--- config.mk ---
export PLATFORM = sky130hd
export DESIGN_NAME = fifo_we_sequencer_flat
export DESIGN_NICKNAME = d
export VERILOG_FILES = /design/src/rtl/fifo_we_sequencer_pkg.sv /design/src/rtl/fifo_we_sequencer_if.sv /design/src/rtl/fifo_we_sequencer_tagq.sv /design/src/rtl/fifo_we_sequencer.sv /design/src/flat_wrapper.sv
export SDC_FILE = /design/constraint.sdc
export NUM_CORES = 1
export LEC_CHECK = 0
export CORE_AREA = 4 4 104 146
export DETAILED_ROUTE_END_ITERATION = 12
export DIE_AREA = 0 0 108 150
export PLACE_DENSITY = 0.88
export SYNTH_ARGS = -nofsm -noshare
export SYNTH_HDL_FRONTEND = slang
export SYNTH_SLANG_ARGS = --single-unit
--- constraint.sdc ---
create_clock -name clk -period 3.9 [get_ports clk]
set_clock_uncertainty 0.15 [all_clocks]
set_input_delay 0.975 -clock clk [delete_from_list [all_inputs] [get_ports clk]]
set_output_delay 0.975 -clock clk [all_outputs]
set_load 0.02 [all_outputs]
--- src/rtl/fifo_we_sequencer_pkg.sv ---
// Shared types for the SDRAM read return-path router.
// Tag layout is {sel, domain, burst length}.
package fifo_we_sequencer_pkg;

  localparam int CH_W  = 16;
  localparam int DOM_W = 2;
  localparam int LEN_W = 3;

  typedef logic [0:CH_W-1]  sel_t;
  typedef logic [DOM_W-1:0] dom_t;
  typedef logic [LEN_W-1:0] len_t;

  typedef struct packed {
    sel_t sel;
    dom_t dom;
    len_t len;
  } tag_t;

  function automatic sel_t route(
    input tag_t t,
    input dom_t d,
    input logic hit
  );
    return (hit && t.dom == d) ? t.sel : '0;
  endfunction

endpackage

--- src/rtl/fifo_we_sequencer_if.sv ---
// Command/return bundle of the read return-path router.
// master drives commands and read beats, slave is the router.
interface fifo_we_sequencer_if
  import fifo_we_sequencer_pkg::*;
#(
  parameter int DW = 32
);

  logic          tag_push;
  sel_t          fifo_sel;
  dom_t          fifo_sel_domain;
  len_t          burst_len;
  logic          tag_full;
  logic          busy;
  logic          rd_valid;
  logic [DW-1:0] rd_dat;
  logic [DW-1:0] dat_o;
  sel_t          fifo_we_0;
  sel_t          fifo_we_1;
  sel_t          fifo_we_2;
  sel_t          fifo_we_3;
  logic          overflow;
  logic          underflow;

  modport master (
    output tag_push, fifo_sel,
    output fifo_sel_domain, burst_len,
    output rd_valid, rd_dat,
    input  tag_full, busy, dat_o,
    input  fifo_we_0, fifo_we_1,
    input  fifo_we_2, fifo_we_3,
    input  overflow, underflow
  );

  modport slave (
    input  tag_push, fifo_sel,
    input  fifo_sel_domain, burst_len,
    input  rd_valid, rd_dat,
    output tag_full, busy, dat_o,
    output fifo_we_0, fifo_we_1,
    output fifo_we_2, fifo_we_3,
    output overflow, underflow
  );

endinterface

--- src/rtl/fifo_we_sequencer_tagq.sv ---
// Circular tag FIFO with registered full/empty flags.
// Flags follow the count one cycle after a push or pop.
module fifo_we_tagq
  import fifo_we_sequencer_pkg::*;
#(
  parameter int DEPTH = 4
) (
  input  logic clk,
  input  logic rst_n,
  input  logic push,
  input  logic pop,
  input  tag_t din,
  output tag_t head,
  output logic full,
  output logic empty
);

  localparam int AW = $clog2(DEPTH);
  localparam int CW = AW + 1;

  tag_t          mem [DEPTH];
  logic [AW-1:0] wr_ptr;
  logic [AW-1:0] rd_ptr;
  logic [CW-1:0] cnt;
  logic [CW-1:0] cnt_nxt;
  logic          do_push;
  logic          do_pop;

  // Full is not bypassed: a push in the full state is dropped
  // even when the head pops in the same cycle.
  assign do_push = push && !full;
  assign do_pop  = pop && !empty;
  assign head    = mem[rd_ptr];

  always_comb begin
    cnt_nxt = cnt;
    unique case (1'b1)
      do_push && !do_pop: cnt_nxt = cnt + 1'b1;
      do_pop && !do_push: cnt_nxt = cnt - 1'b1;
      default:            cnt_nxt = cnt;
    endcase
  end

  always_ff @(posedge clk or negedge rst_n) begin
    if (!rst_n) begin
      wr_ptr <= '0;
      rd_ptr <= '0;
      cnt    <= '0;
      full   <= 1'b0;
      empty  <= 1'b1;
    end else begin
      if (do_push) wr_ptr <= wr_ptr + 1'b1;
      if (do_pop)  rd_ptr <= rd_ptr + 1'b1;
      cnt   <= cnt_nxt;
      full  <= (cnt_nxt == CW'(DEPTH));
      empty <= (cnt_nxt == '0);
    end
  end

  always_ff @(posedge clk) begin
    if (do_push) mem[wr_ptr] <= din;
  end

endmodule

--- src/rtl/fifo_we_sequencer.sv ---
// Routes returning SDRAM read beats to the channel FIFO
// that issued the burst, one registered enable per beat.
module fifo_we_sequencer
  import fifo_we_sequencer_pkg::*;
#(
  parameter int TAG_DEPTH = 4,
  parameter int DW        = 32
) (
  input logic               clk,
  input logic               rst_n,
  fifo_we_sequencer_if.slave bus
);

  tag_t          tag_in;
  tag_t          head;
  logic          full;
  logic          empty;
  logic          beat;
  logic          last;
  len_t          beat_cnt;
  sel_t          we0_q;
  sel_t          we1_q;
  sel_t          we2_q;
  sel_t          we3_q;
  logic [DW-1:0] dat_q;
  logic          ovf_q;
  logic          unf_q;

  assign tag_in = '{
    sel: bus.fifo_sel,
    dom: bus.fifo_sel_domain,
    len: bus.burst_len
  };

  fifo_we_tagq #(
    .DEPTH (TAG_DEPTH)
  ) u_tagq (
    .clk   (clk),
    .rst_n (rst_n),
    .push  (bus.tag_push),
    .pop   (last),
    .din   (tag_in),
    .head  (head),
    .full  (full),
    .empty (empty)
  );

  assign beat = bus.rd_valid && !empty;
  assign last = beat && (beat_cnt == head.len);

  always_ff @(posedge clk or negedge rst_n) begin
    if (!rst_n) begin
      beat_cnt <= '0;
    end else if (last) begin
      beat_cnt <= '0;
    end else if (beat) begin
      beat_cnt <= beat_cnt + 1'b1;
    end
  end

  always_ff @(posedge clk or negedge rst_n) begin
    if (!rst_n) begin
      we0_q <= '0;
      we1_q <= '0;
      we2_q <= '0;
      we3_q <= '0;
      dat_q <= '0;
      ovf_q <= 1'b0;
      unf_q <= 1'b0;
    end else begin
      we0_q <= route(head, 2'd0, beat);
      we1_q <= route(head, 2'd1, beat);
      we2_q <= route(head, 2'd2, beat);
      we3_q <= route(head, 2'd3, beat);
      dat_q <= bus.rd_dat;
      ovf_q <= bus.tag_push && full;
      unf_q <= bus.rd_valid && empty;
    end
  end

  assign bus.fifo_we_0 = we0_q;
  assign bus.fifo_we_1 = we1_q;
  assign bus.fifo_we_2 = we2_q;
  assign bus.fifo_we_3 = we3_q;
  assign bus.dat_o     = dat_q;
  assign bus.overflow  = ovf_q;
  assign bus.underflow = unf_q;
  assign bus.tag_full  = full;
  assign bus.busy      = !empty;

endmodule

--- src/flat_wrapper.sv ---
// flat-port wrapper written by rule: the top's interface ports become plain ports
module fifo_we_sequencer_flat import fifo_we_sequencer_pkg::*;
#(
  parameter int TAG_DEPTH = 4,
  parameter int DW        = 32
)
  (clk, rst_n, bus_tag_push, bus_fifo_sel, bus_fifo_sel_domain, bus_burst_len, bus_rd_valid, bus_rd_dat, bus_tag_full, bus_busy, bus_dat_o, bus_fifo_we_0, bus_fifo_we_1, bus_fifo_we_2, bus_fifo_we_3, bus_overflow, bus_underflow);
  fifo_we_sequencer_if #(.DW(DW)) bus_i ();
  input logic clk;
  input logic rst_n;
  input wire logic [$bits(bus_i.tag_push)-1:0] bus_tag_push;
  input wire logic [$bits(bus_i.fifo_sel)-1:0] bus_fifo_sel;
  input wire logic [$bits(bus_i.fifo_sel_domain)-1:0] bus_fifo_sel_domain;
  input wire logic [$bits(bus_i.burst_len)-1:0] bus_burst_len;
  input wire logic [$bits(bus_i.rd_valid)-1:0] bus_rd_valid;
  input wire logic [$bits(bus_i.rd_dat)-1:0] bus_rd_dat;
  output wire logic [$bits(bus_i.tag_full)-1:0] bus_tag_full;
  output wire logic [$bits(bus_i.busy)-1:0] bus_busy;
  output wire logic [$bits(bus_i.dat_o)-1:0] bus_dat_o;
  output wire logic [$bits(bus_i.fifo_we_0)-1:0] bus_fifo_we_0;
  output wire logic [$bits(bus_i.fifo_we_1)-1:0] bus_fifo_we_1;
  output wire logic [$bits(bus_i.fifo_we_2)-1:0] bus_fifo_we_2;
  output wire logic [$bits(bus_i.fifo_we_3)-1:0] bus_fifo_we_3;
  output wire logic [$bits(bus_i.overflow)-1:0] bus_overflow;
  output wire logic [$bits(bus_i.underflow)-1:0] bus_underflow;
  assign bus_i.tag_push = bus_tag_push;
  assign bus_i.fifo_sel = bus_fifo_sel;
  assign bus_i.fifo_sel_domain = bus_fifo_sel_domain;
  assign bus_i.burst_len = bus_burst_len;
  assign bus_i.rd_valid = bus_rd_valid;
  assign bus_i.rd_dat = bus_rd_dat;
  assign bus_tag_full = bus_i.tag_full;
  assign bus_busy = bus_i.busy;
  assign bus_dat_o = bus_i.dat_o;
  assign bus_fifo_we_0 = bus_i.fifo_we_0;
  assign bus_fifo_we_1 = bus_i.fifo_we_1;
  assign bus_fifo_we_2 = bus_i.fifo_we_2;
  assign bus_fifo_we_3 = bus_i.fifo_we_3;
  assign bus_overflow = bus_i.overflow;
  assign bus_underflow = bus_i.underflow;
  fifo_we_sequencer #(.TAG_DEPTH(TAG_DEPTH), .DW(DW)) u_core (.clk(clk), .rst_n(rst_n), .bus(bus_i));
endmodule
==> impl_metrics.csv <==
group,metric,value,unit
routing,drt_iter0_markers,184,
floorplan,start_util,48.2,%
cts,hold_buffers,0,
setup_path,worstPathRequired,4.10,ns
yosys,synth_area_leaders,"dfrtp_1 (41%), edfxtp_1 (38%), and2_1 (6.6%)",
sta,setup_slack,0.661,ns
sta,slew_violations,0,
final_layout,final_cells,729,
place,dpl.cell_count,697,
yosys,synth.yosys.seq_area_share,79.0,%
floorplan,dieArea,16200,sq um
cts,tritoncts,"built",
final_layout,drive_above_1_share,12.3,%
yosys,syn_nets,422,
cts,ctsHtreeMaxLevel,4,
global_route,antenna_found_initial,0,
yosys,synth_area_per_cell,18.6,sq um
final_layout,regArea,5280,sq um
yosys,synth_async_sr_flop_share,56.7,%
routing,via_per_inst,4.82,
floorplan,core-area,13800,sq um
routing,ant_nets,0,
sta,hold_viol,0,
cts,cts_resized,0,
yosys,yosys.area.top_type,"dfrtp_1",
cts,clk_latency,0.42,ns
yosys,syn_inst,358,
sta,final.setup.tns,0,ns
status,status,"complete, no violations",
floorplan,io_pins,157,
sta,period_share,83.0,%
final_layout,n_antenna_cell,0,
pwr,p_total,0.00603,W
sta,tightest_slew,0.653,ns
cts,cts_root_buf,"clkbuf_16",
yosys,synth-main-ff-cell,"dfrtp_1",
routing,drc,0,
place,portBuffers,156,
final_layout,layout.nets,595,
place,gp_congestion,0.788,
routing,routed_wl,13600,um
sta,setup_violations,0,
floorplan,dieWidth,108,um
pwr,p_leak,3.64,nW
routing,vias,3515,
yosys,post-synth-top-count-cell,"dfrtp_1",
setup_path,worstPathMaxFanout,12,
routing,drt-pass1-iter-count,5,
pwr,power.density,667,nW/um^2
final_layout,area.growth.synth_to_final,35.5,%
yosys,synth_common_cells,"dfrtp_1 (109), edfxtp_1 (84), and2_1 (70)",
yosys,yosys_warnings,0,
setup_path,critPathLaunchType,"flip-flop",
cts,cts_buffer_depth,2,
floorplan,rows,51,
global_route,grt_max_degree,69,
worst_hold_path,hold_class,"flip-flop to flip-flop",
pwr,peakVddDrop,0.327,mV
global_route,track_usage,17.6,%
setup_path,critPathKind,"flip-flop to flip-flop",
setup_path,crit_path_end_kind,"flip-flop",
final_layout,multi_input_area,1310,sq um
place,dpl_worst_slack,0.348,ns
sta,clock.fmax,0.309,GHz
final_layout,final_core_util,65.3,%
place,dp_hpwl,9440,um
yosys,synth_edf_count,84,
global_route,grt_overflow_total,0,
sta,rsz0062_at_grt,"false",
cts,numCtsBuffers,17,
yosys,ys_types,35,
setup_path,cp.arrival,3.44,ns
setup_path,reg2reg_slack,0.66,ns
yosys,syn-cell-area,6680,sq um
cts,cts.sinks,194,
cts,clk_pin_slew,0.07,ns
global_route,grt_pass1_vias,3922,
yosys,ys_ff_latch,194,
sta,min_period,3.24,ns
routing,wl_per_cell,18.6,um
final_layout,fillCellCount,921,
global_route,grt_pass1_wl,21400,um
yosys,yosysTopAreaCellShare,40.9,%
run,cap_viol_max_count,0,
sta,relSlewSlack,56.4,%
floorplan,die_y,150,um
cts,cts_setup_buffers,0,
==> where the power goes <==
group | total [W] | internal (W) | switching, W
sequential | 0.00269 | 0.00253 | 0.000159
combinational | 0.00170 | 0.000786 | 0.000918
clock | 0.00164 | 0.000879 | 0.000762
total | 0.00603 | 0.00419 | 0.00184
==> logic make-up (layout without fill, tap and decap cells) <==
group	count (synthesis)	in the layout	synth area share, %
xor gates and xnor gates	10	10	1.31
adders and majority gates	7	7	1.42
DFF	194	194	79.0
muxes	22	22	6.86
AOI/OAI and AO/OA	9	9	0.919
and+or+nand+nor	99	99	9.11
buffers and inverters	17	203	1.33
==> sequential cells by signal, indices dropped and copies added, names as in the netlist, 3 cells and up <==
signal / flops
u_core.u_tagq.mem: 84
u_core.bus.dat_o: 32
u_core.bus.fifo_we_0: 16
u_core.bus.fifo_we_1: 16
u_core.bus.fifo_we_2: 16
u_core.bus.fifo_we_3: 16
u_core.beat_cnt: 3
u_core.u_tagq.cnt: 3
==> cells in the final DEF (no fill, tap or decap), types with 2 or more instances in the layout <==
master / instances
o21ai_0: 4
nand2_1: 7
clkdlybuf4s50_1: 155
clkinv_4: 4
nor2_1: 6
nor2b_1: 4
edfxtp_1: 84
inv_6: 2
nand3_1: 2
xnor2_1: 4
dfrtp_1: 109
mux2i_1: 3
mux4_2: 19
inv_1: 7
and2_1: 70
xor2_1: 6
buf_4: 8
or2_2: 2
clkbuf_16: 18
inv_8: 4
ha_1: 6
==> path summary, 6_finish.rpt <==
path,depth (start not counted),startpoint,endpoint
hold / removal,1,u_core.u_tagq.cnt[2]$_DFF_PN0_,u_core.u_tagq.cnt[2]$_DFF_PN0_
setup / recovery,11,u_core.u_tagq.rd_ptr[1]$_DFFE_PN0N_,u_core.u_tagq.full$_DFF_PN0_
min in group asynchronous,1,rst_n,u_core.u_tagq.full$_DFF_PN0_
max in group asynchronous,2,rst_n,u_core.bus.fifo_we_3[11]$_DFF_PN0_
setup reg to reg,11,u_core.u_tagq.rd_ptr[1]$_DFFE_PN0N_,u_core.u_tagq.full$_DFF_PN0_
hold reg to reg,1,u_core.u_tagq.cnt[2]$_DFF_PN0_,u_core.u_tagq.cnt[2]$_DFF_PN0_
==> metal layers <==
metal | part of all wire [%] | track usage (%)
met4 | 1.5 | 5.94
met2 | 58 | 33.0
met3 | 5.0 | 3.75
met5 | 0 | 0
met1 | 35 | 19.5
==> stage by stage <==
| stage | hold WS [ns] | area [sq um] |
|---|---|---|
| finish | 0.328 | 9050 |
| global route | 0.370 | 9050 |
| CTS | 0.330 | 9050 |
| detailed placement | 0.321 | 8480 |
| global placement | 0.313 | 8480 |
| floorplan | 0.296 | 6680 |
==> critical path, stage by stage, from the launching register on <==
cell and delay, ns:
dfrtp_1 0.58, and2_4 0.25, or3_1 0.34, a211o_1 0.32, a21oi_2 0.20, ha_1 0.21, inv_1 0.07, fa_1 0.40
xor2_1 0.15, nor2_1 0.12, xor2_1 0.21, nor2b_1 0.16
==> final cells by class <==
class                      count  share of cell area (%)
sequential                   194                    58.3
timing repair buffer         164                    18.0
multi-input combinational    147                    14.5
clock buffer                  19                    5.02
tap                          185                    2.56
clock inverter                13                    1.29
inverter                       7                   0.290
(Power assumes the default switching activity.)
